### src/rtl/pipe_hazard_ctl.sv
// Control and scheduling unit for the 5-stage MIPS-subset pipeline: ID decode,
// stage control registers, load-use stall, branch/jump flush and a debug run/step sequencer.
module pipe_hazard_ctl #(
  parameter int CNT_W = 32
) (
  input  logic             clk,
  input  logic             rst,
  input  logic             run,
  input  logic             step,
  input  logic [31:0]      ifid_ins,
  input  logic             beq_eq,
  output logic             pipe_en,
  output logic             pc_we,
  output logic             ifid_we,
  output logic             ifid_flush,
  output logic [1:0]       npc_sel,
  output logic             id_rd,
  output logic             ex_alus,
  output logic [2:0]       ex_aluo,
  output logic             mem_we,
  output logic             wb_rw,
  output logic             wb_m2r,
  output logic             stall,
  output logic             halted,
  output logic [CNT_W-1:0] retired
);

  localparam logic [5:0] OP_RTYPE = 6'b000000;
  localparam logic [5:0] OP_ADDI  = 6'b001000;
  localparam logic [5:0] OP_LW    = 6'b100011;
  localparam logic [5:0] OP_SW    = 6'b101011;
  localparam logic [5:0] OP_BEQ   = 6'b000100;
  localparam logic [5:0] OP_J     = 6'b000010;
  localparam logic [5:0] FN_ADD   = 6'b100000;

  typedef enum logic [1:0] {
    SEQ_HALT = 2'd0,
    SEQ_RUN  = 2'd1,
    SEQ_STEP = 2'd2
  } seq_e;

  typedef struct packed {
    logic       valid;
    logic       rw;
    logic       rd;
    logic       alus;
    logic [2:0] aluo;
    logic       m2r;
    logic       mw;
    logic       br;
    logic       jmp;
    logic       use_rs;
    logic       use_rt;
    logic [4:0] wa;
  } dec_t;

  typedef struct packed {
    logic       valid;
    logic       rw;
    logic       alus;
    logic [2:0] aluo;
    logic       m2r;
    logic       mw;
    logic [4:0] wa;
  } idex_t;

  typedef struct packed {
    logic valid;
    logic rw;
    logic m2r;
    logic mw;
  } exmem_t;

  typedef struct packed {
    logic valid;
    logic rw;
    logic m2r;
  } memwb_t;

  logic [5:0] op;
  logic [5:0] funct;
  logic [4:0] rs;
  logic [4:0] rt;
  logic [4:0] rd;

  assign op    = ifid_ins[31:26];
  assign rs    = ifid_ins[25:21];
  assign rt    = ifid_ins[20:16];
  assign rd    = ifid_ins[15:11];
  assign funct = ifid_ins[5:0];

  seq_e              state_q, state_d;
  dec_t              dec;
  idex_t             idex_q, idex_d;
  exmem_t            exmem_q, exmem_d;
  memwb_t            memwb_q, memwb_d;
  logic [CNT_W-1:0]  retired_q, retired_d;
  logic              load_use;

  // ID decode; unrecognised words (including all-zero) decode as a bubble.
  always_comb begin
    dec = '0;
    case (op)
      OP_RTYPE: begin
        if (funct == FN_ADD) begin
          dec.valid  = 1'b1;
          dec.rw     = 1'b1;
          dec.rd     = 1'b1;
          dec.use_rs = 1'b1;
          dec.use_rt = 1'b1;
        end
      end
      OP_ADDI: begin
        dec.valid  = 1'b1;
        dec.rw     = 1'b1;
        dec.alus   = 1'b1;
        dec.use_rs = 1'b1;
      end
      OP_LW: begin
        dec.valid  = 1'b1;
        dec.rw     = 1'b1;
        dec.alus   = 1'b1;
        dec.m2r    = 1'b1;
        dec.use_rs = 1'b1;
      end
      OP_SW: begin
        dec.valid  = 1'b1;
        dec.alus   = 1'b1;
        dec.mw     = 1'b1;
        dec.use_rs = 1'b1;
        dec.use_rt = 1'b1;
      end
      OP_BEQ: begin
        dec.valid  = 1'b1;
        dec.br     = 1'b1;
        dec.use_rs = 1'b1;
        dec.use_rt = 1'b1;
      end
      OP_J: begin
        dec.valid = 1'b1;
        dec.jmp   = 1'b1;
      end
      default: ;
    endcase
    if (dec.valid) dec.wa = dec.rd ? rd : rt;
    if (dec.wa == 5'd0) dec.rw = 1'b0;
  end

  // Only a load in EX can create a hazard the bypass network cannot cover.
  assign load_use = idex_q.valid && idex_q.m2r && (idex_q.wa != 5'd0) &&
                    ((dec.use_rs && (rs == idex_q.wa)) ||
                     (dec.use_rt && (rt == idex_q.wa)));

  always_comb begin
    idex_d = '0;
    if (!load_use) begin
      idex_d.valid = dec.valid;
      idex_d.rw    = dec.rw;
      idex_d.alus  = dec.alus;
      idex_d.aluo  = dec.aluo;
      idex_d.m2r   = dec.m2r;
      idex_d.mw    = dec.mw;
      idex_d.wa    = dec.wa;
    end
    exmem_d   = '{valid: idex_q.valid, rw: idex_q.rw, m2r: idex_q.m2r, mw: idex_q.mw};
    memwb_d   = '{valid: exmem_q.valid, rw: exmem_q.rw, m2r: exmem_q.m2r};
    retired_d = memwb_q.valid ? retired_q + {{(CNT_W-1){1'b0}}, 1'b1} : retired_q;
  end

  always_ff @(posedge clk) begin
    if (rst) begin
      idex_q    <= '0;
      exmem_q   <= '0;
      memwb_q   <= '0;
      retired_q <= '0;
    end else if (pipe_en) begin
      idex_q    <= idex_d;
      exmem_q   <= exmem_d;
      memwb_q   <= memwb_d;
      retired_q <= retired_d;
    end
  end

  // Sequencer: state register, next-state logic, output decode.
  always_ff @(posedge clk) begin
    if (rst) state_q <= SEQ_HALT;
    else     state_q <= state_d;
  end

  always_comb begin
    state_d = state_q;
    case (state_q)
      SEQ_HALT: begin
        if (run)       state_d = SEQ_RUN;
        else if (step) state_d = SEQ_STEP;
      end
      SEQ_RUN:  if (!run) state_d = SEQ_HALT;
      SEQ_STEP: state_d = SEQ_HALT;
      default:  state_d = SEQ_HALT;
    endcase
  end

  always_comb begin
    pipe_en = 1'b0;
    halted  = 1'b0;
    case (state_q)
      SEQ_RUN, SEQ_STEP: pipe_en = 1'b1;
      default:           halted  = 1'b1;
    endcase
  end

  // Redirects are suppressed while frozen so the PC cannot move under a halt.
  always_comb begin
    npc_sel    = 2'd0;
    ifid_flush = 1'b0;
    if (pipe_en) begin
      if (dec.jmp) begin
        npc_sel    = 2'd2;
        ifid_flush = 1'b1;
      end else if (dec.br && beq_eq && !load_use) begin
        npc_sel    = 2'd1;
        ifid_flush = 1'b1;
      end
    end
  end

  assign pc_we   = pipe_en && !load_use;
  assign ifid_we = pipe_en && !load_use;
  assign stall   = load_use;
  assign id_rd   = dec.rd;
  assign ex_alus = idex_q.alus;
  assign ex_aluo = idex_q.aluo;
  assign mem_we  = pipe_en && exmem_q.mw;
  assign wb_rw   = pipe_en && memwb_q.rw;
  assign wb_m2r  = memwb_q.m2r;
  assign retired = retired_q;

endmodule

### config.mk
export PLATFORM = sky130hd
export DESIGN_NAME = pipe_hazard_ctl
export DESIGN_NICKNAME = d
export VERILOG_FILES = /design/src/rtl/pipe_hazard_ctl.sv
export SDC_FILE = /design/constraint.sdc
export NUM_CORES = 1
export LEC_CHECK = 0
export CORE_MARGIN = 2
export CORE_UTILIZATION = 42
export DETAILED_ROUTE_END_ITERATION = 8
export PLACE_DENSITY_LB_ADDON = 0.1
export SLEW_MARGIN = 20
export SYNTH_ARGS = -nofsm -noshare
export SYNTH_HDL_FRONTEND = slang
export SYNTH_SLANG_ARGS = --single-unit
### constraint.sdc
create_clock -name clk -period 2 [get_ports clk]
set_input_delay 0.4 -clock clk [delete_from_list [all_inputs] [get_ports clk]]
set_output_delay 0.4 -clock clk [all_outputs]
set_load 0.01 [all_outputs]
==> impl_metrics.toml <==
[worst_setup_path]
critPathRequiredTime_ns = 1.60
crit_buf_inv = 5
rrSetupSlack_ns = 0.02
crit_family = "buffers and inverters"
endpoint_kind = "output port"
critPathLaunchType = "flop"
path_cells = "buf_4 -> nor4_4 -> a211oi_2 -> buf_4 -> buf_4 -> nand2_2 -> a22oi_4 -> buf_6 -> o31ai_1 -> buf_2"
crit_top_cell = "buf_4"
crit_slowest_cell = "dfxtp_4"
max_stage_delay_ns = 0.37
crit_fanout = 4
r2r-end = "retired[9]"
cp.arrival_ns = 2.01
crit_type = "flop to output port"
timing.rr.start = "state_q[1]"
rr_worst_depth = 8

[synth]
synthDistinctLibCells = 46
yosysMostFrequentCell = "dfxtp_1"
synth_area_leaders = "dfxtp_1 38%, xnor2_1 6.8%, xor2_1 6.2%, nor2_1 6.0%, nand2_1 3.8%"
ys.flop_type = "dfxtp_1"
yosysTopAreaCellShare = 0.380
syn_area_per_cell_um2 = 8.56
synth_edf_count = 0
synthTopCellsByCount = "51 x dfxtp_1, 43 x nor2_1, 27 x nand2_1"
syn_area_um2 = 2690
synth_xor_area_frac = 0.130
synth_compound_area_frac = 0.0880
async_flop_share = 0
synth_seq_cells = 51
synthMuxAreaShare = 0.0522
synth-simple-area-share = 0.293
synth_top_family_by_area = "simple AND/OR/NAND/NOR gates"
ys_seq_area_frac = 0.380
yosysTopAreaCell = "dfxtp_1"
yosysWarnings = 0
synthesis.instances = 314
synthAdderAreaFrac = 0.0140

[floorplanning]
io_pins = 85
die-height_um = 84.0
dieWidth_um = 84.0
fp.dieArea_um2 = 7050
placement_rows = 29
initial_core_util = 0.428
core_um2 = 6280

[sta]
hold_viol = 0
clock_skew_ns = 0.0104
setup_tns_ns = -1.84
setup-violations-final = 5
fin_ws_ns = -0.411
slew_violations = 0
fin_crit_ns = 2.41
min_period_over_period = 1.21
rsz0062_at_grt = "yes"
max_freq_mhz = 415

[global_routing]
antenna_found_initial = 0
grt_pass1_wl_um = 11200
track_usage = 0.189
grt_max_degree = 42
grt-ovfl-total = 0
grt_pass1_vias = 2563

[drt]
drtPass1Iterations = 4
avgRoutedWirePerCell_um = 12.7
drtAntennaViolNets = 0
vias_per_cell = 5.02
wirelength_um = 6820
vias = 2686
drtIter0Drc = 78
drc = 0

[final_layout]
multi_input_area_um2 = 1720
fillCellCount = 539
regArea_um2 = 1030
stdcell_area_um2 = 4290
diodes = 0
nets = 497
drive_gt1_frac = 0.282
areaGrowthSynthToFinish_pct = 59.7
final_util = 0.683

[min_path]
hold_depth = 2
min-delay-path-class = "flop to flop"
hp-start = "exmem_d[0]"
min_to = "exmem_d[0]"

[cts]
h-tree-depth = 2
clock_latency_ns = 0.30
clock_path_buffers = 2
clkSinkCount = 51
tritoncts = "yes"
numCtsBuffers = 5
root_buffer = "clkbuf_8"
clkTransAtPathRegs_ns = 0.09

[run]
maxCapViolations = 0

[placement]
port_buffers = 76
finalWeightedCongestion = 0.833
placed_area_um2 = 3910
dp_hpwl_um = 5000
place_ws_ns = -0.886

[pwr]
leakagePower_nw = 1.73
cellPowerDensity_nw_per_um2 = 457
power_w = 0.00196
ir_drop_v = 0.000417

[outcome]
status = "finished, violations left"
violations = "negative setup slack"
==> layout make-up <==
type	instances	share of cell area
clock buffers	5	0.0160
inverters	11	0.00962
flip-flops and latches	51	0.240
well taps	77	0.0225
multi-input cells	240	0.401
clock inverters	3	0.00554
repair buffers	148	0.306
==> what timing repair did <==
item,CTS,global route
pin swaps,11,9
endpoints found under the setup margin,24,24
setup buffers,12,3
hold buffers,0,0
resized for setup,74,29
==> layer usage <==
layer,up-vias,global-route usage,routed length (um)
li1,1367,-,-
met1,1236,0.225,2920
met2,79,0.354,3560
met3,4,0.0366,282
met4,0,0.0352,57
met5,-,0,0
==> worst max path at each step <==
stage	cells after the start	startpoint	endpoint
6_report	10	idex_q[3]	ifid_flush
5_1_grt	9	idex_q[0]	ifid_flush
4_1_cts	10	idex_q[2]	ifid_flush
3_5_place_dp	8	ifid_ins[26]	ifid_flush
3_3_place_gp	8	ifid_ins[26]	ifid_flush
2_1_floorplan	6	ifid_ins[26]	pc_we
==> state kept, by name, indices dropped and copies added (netlist names) <==
signal,count
retired,32
state_q,2
idex_q,5
memwb_q,2
exmem_d,4
ex_alus,1
wb_m2r,1
exmem_q,4
==> power breakdown <==
part           internal, W  switching, W
sequential         0.00102    0.00000421
combinational     0.000187      0.000154
clock             0.000251      0.000346
==> cell families after synthesis <==
group           after synthesis
compound gates               34
other cells                   1
fa+ha+maj                     3
mux                          13
flops                        51
xor+xnor                     40
simple gates                147
buf+inv                      25
==> stage by stage <==
stage | hold WS, ns | instances
3_3_place_gp | 0.438 | 512
4_1_cts | 0.467 | 532
2_1_floorplan | 0.425 | 316
6_report | 0.466 | 535
3_5_place_dp | 0.449 | 512
5_1_grt | 0.500 | 535
==> cell usage in the layout, fill, tap and decap left out, types with 9 or more instances in the layout <==
master,n
a21oi_1,9
buf_4,60
buf_6,14
clkdlybuf4s50_1,49
dfxtp_1,46
dlygate4sd2_1,10
inv_1,10
nand2_1,25
nand3_1,13
nor2_1,41
nor3_1,9
xnor2_1,21
xor2_1,19
==> worst reg2reg max path, stage by stage (launching register included) <==
cell and delay, ns:
dfxtp_2 0.33, inv_1 0.07, ha_4 0.29, buf_4 0.14
nand2_2 0.05, or3_1 0.38, buf_6 0.16, or3_1 0.34
a21oi_1 0.15
No activity file was read; power rests on OpenSTA's default activity.
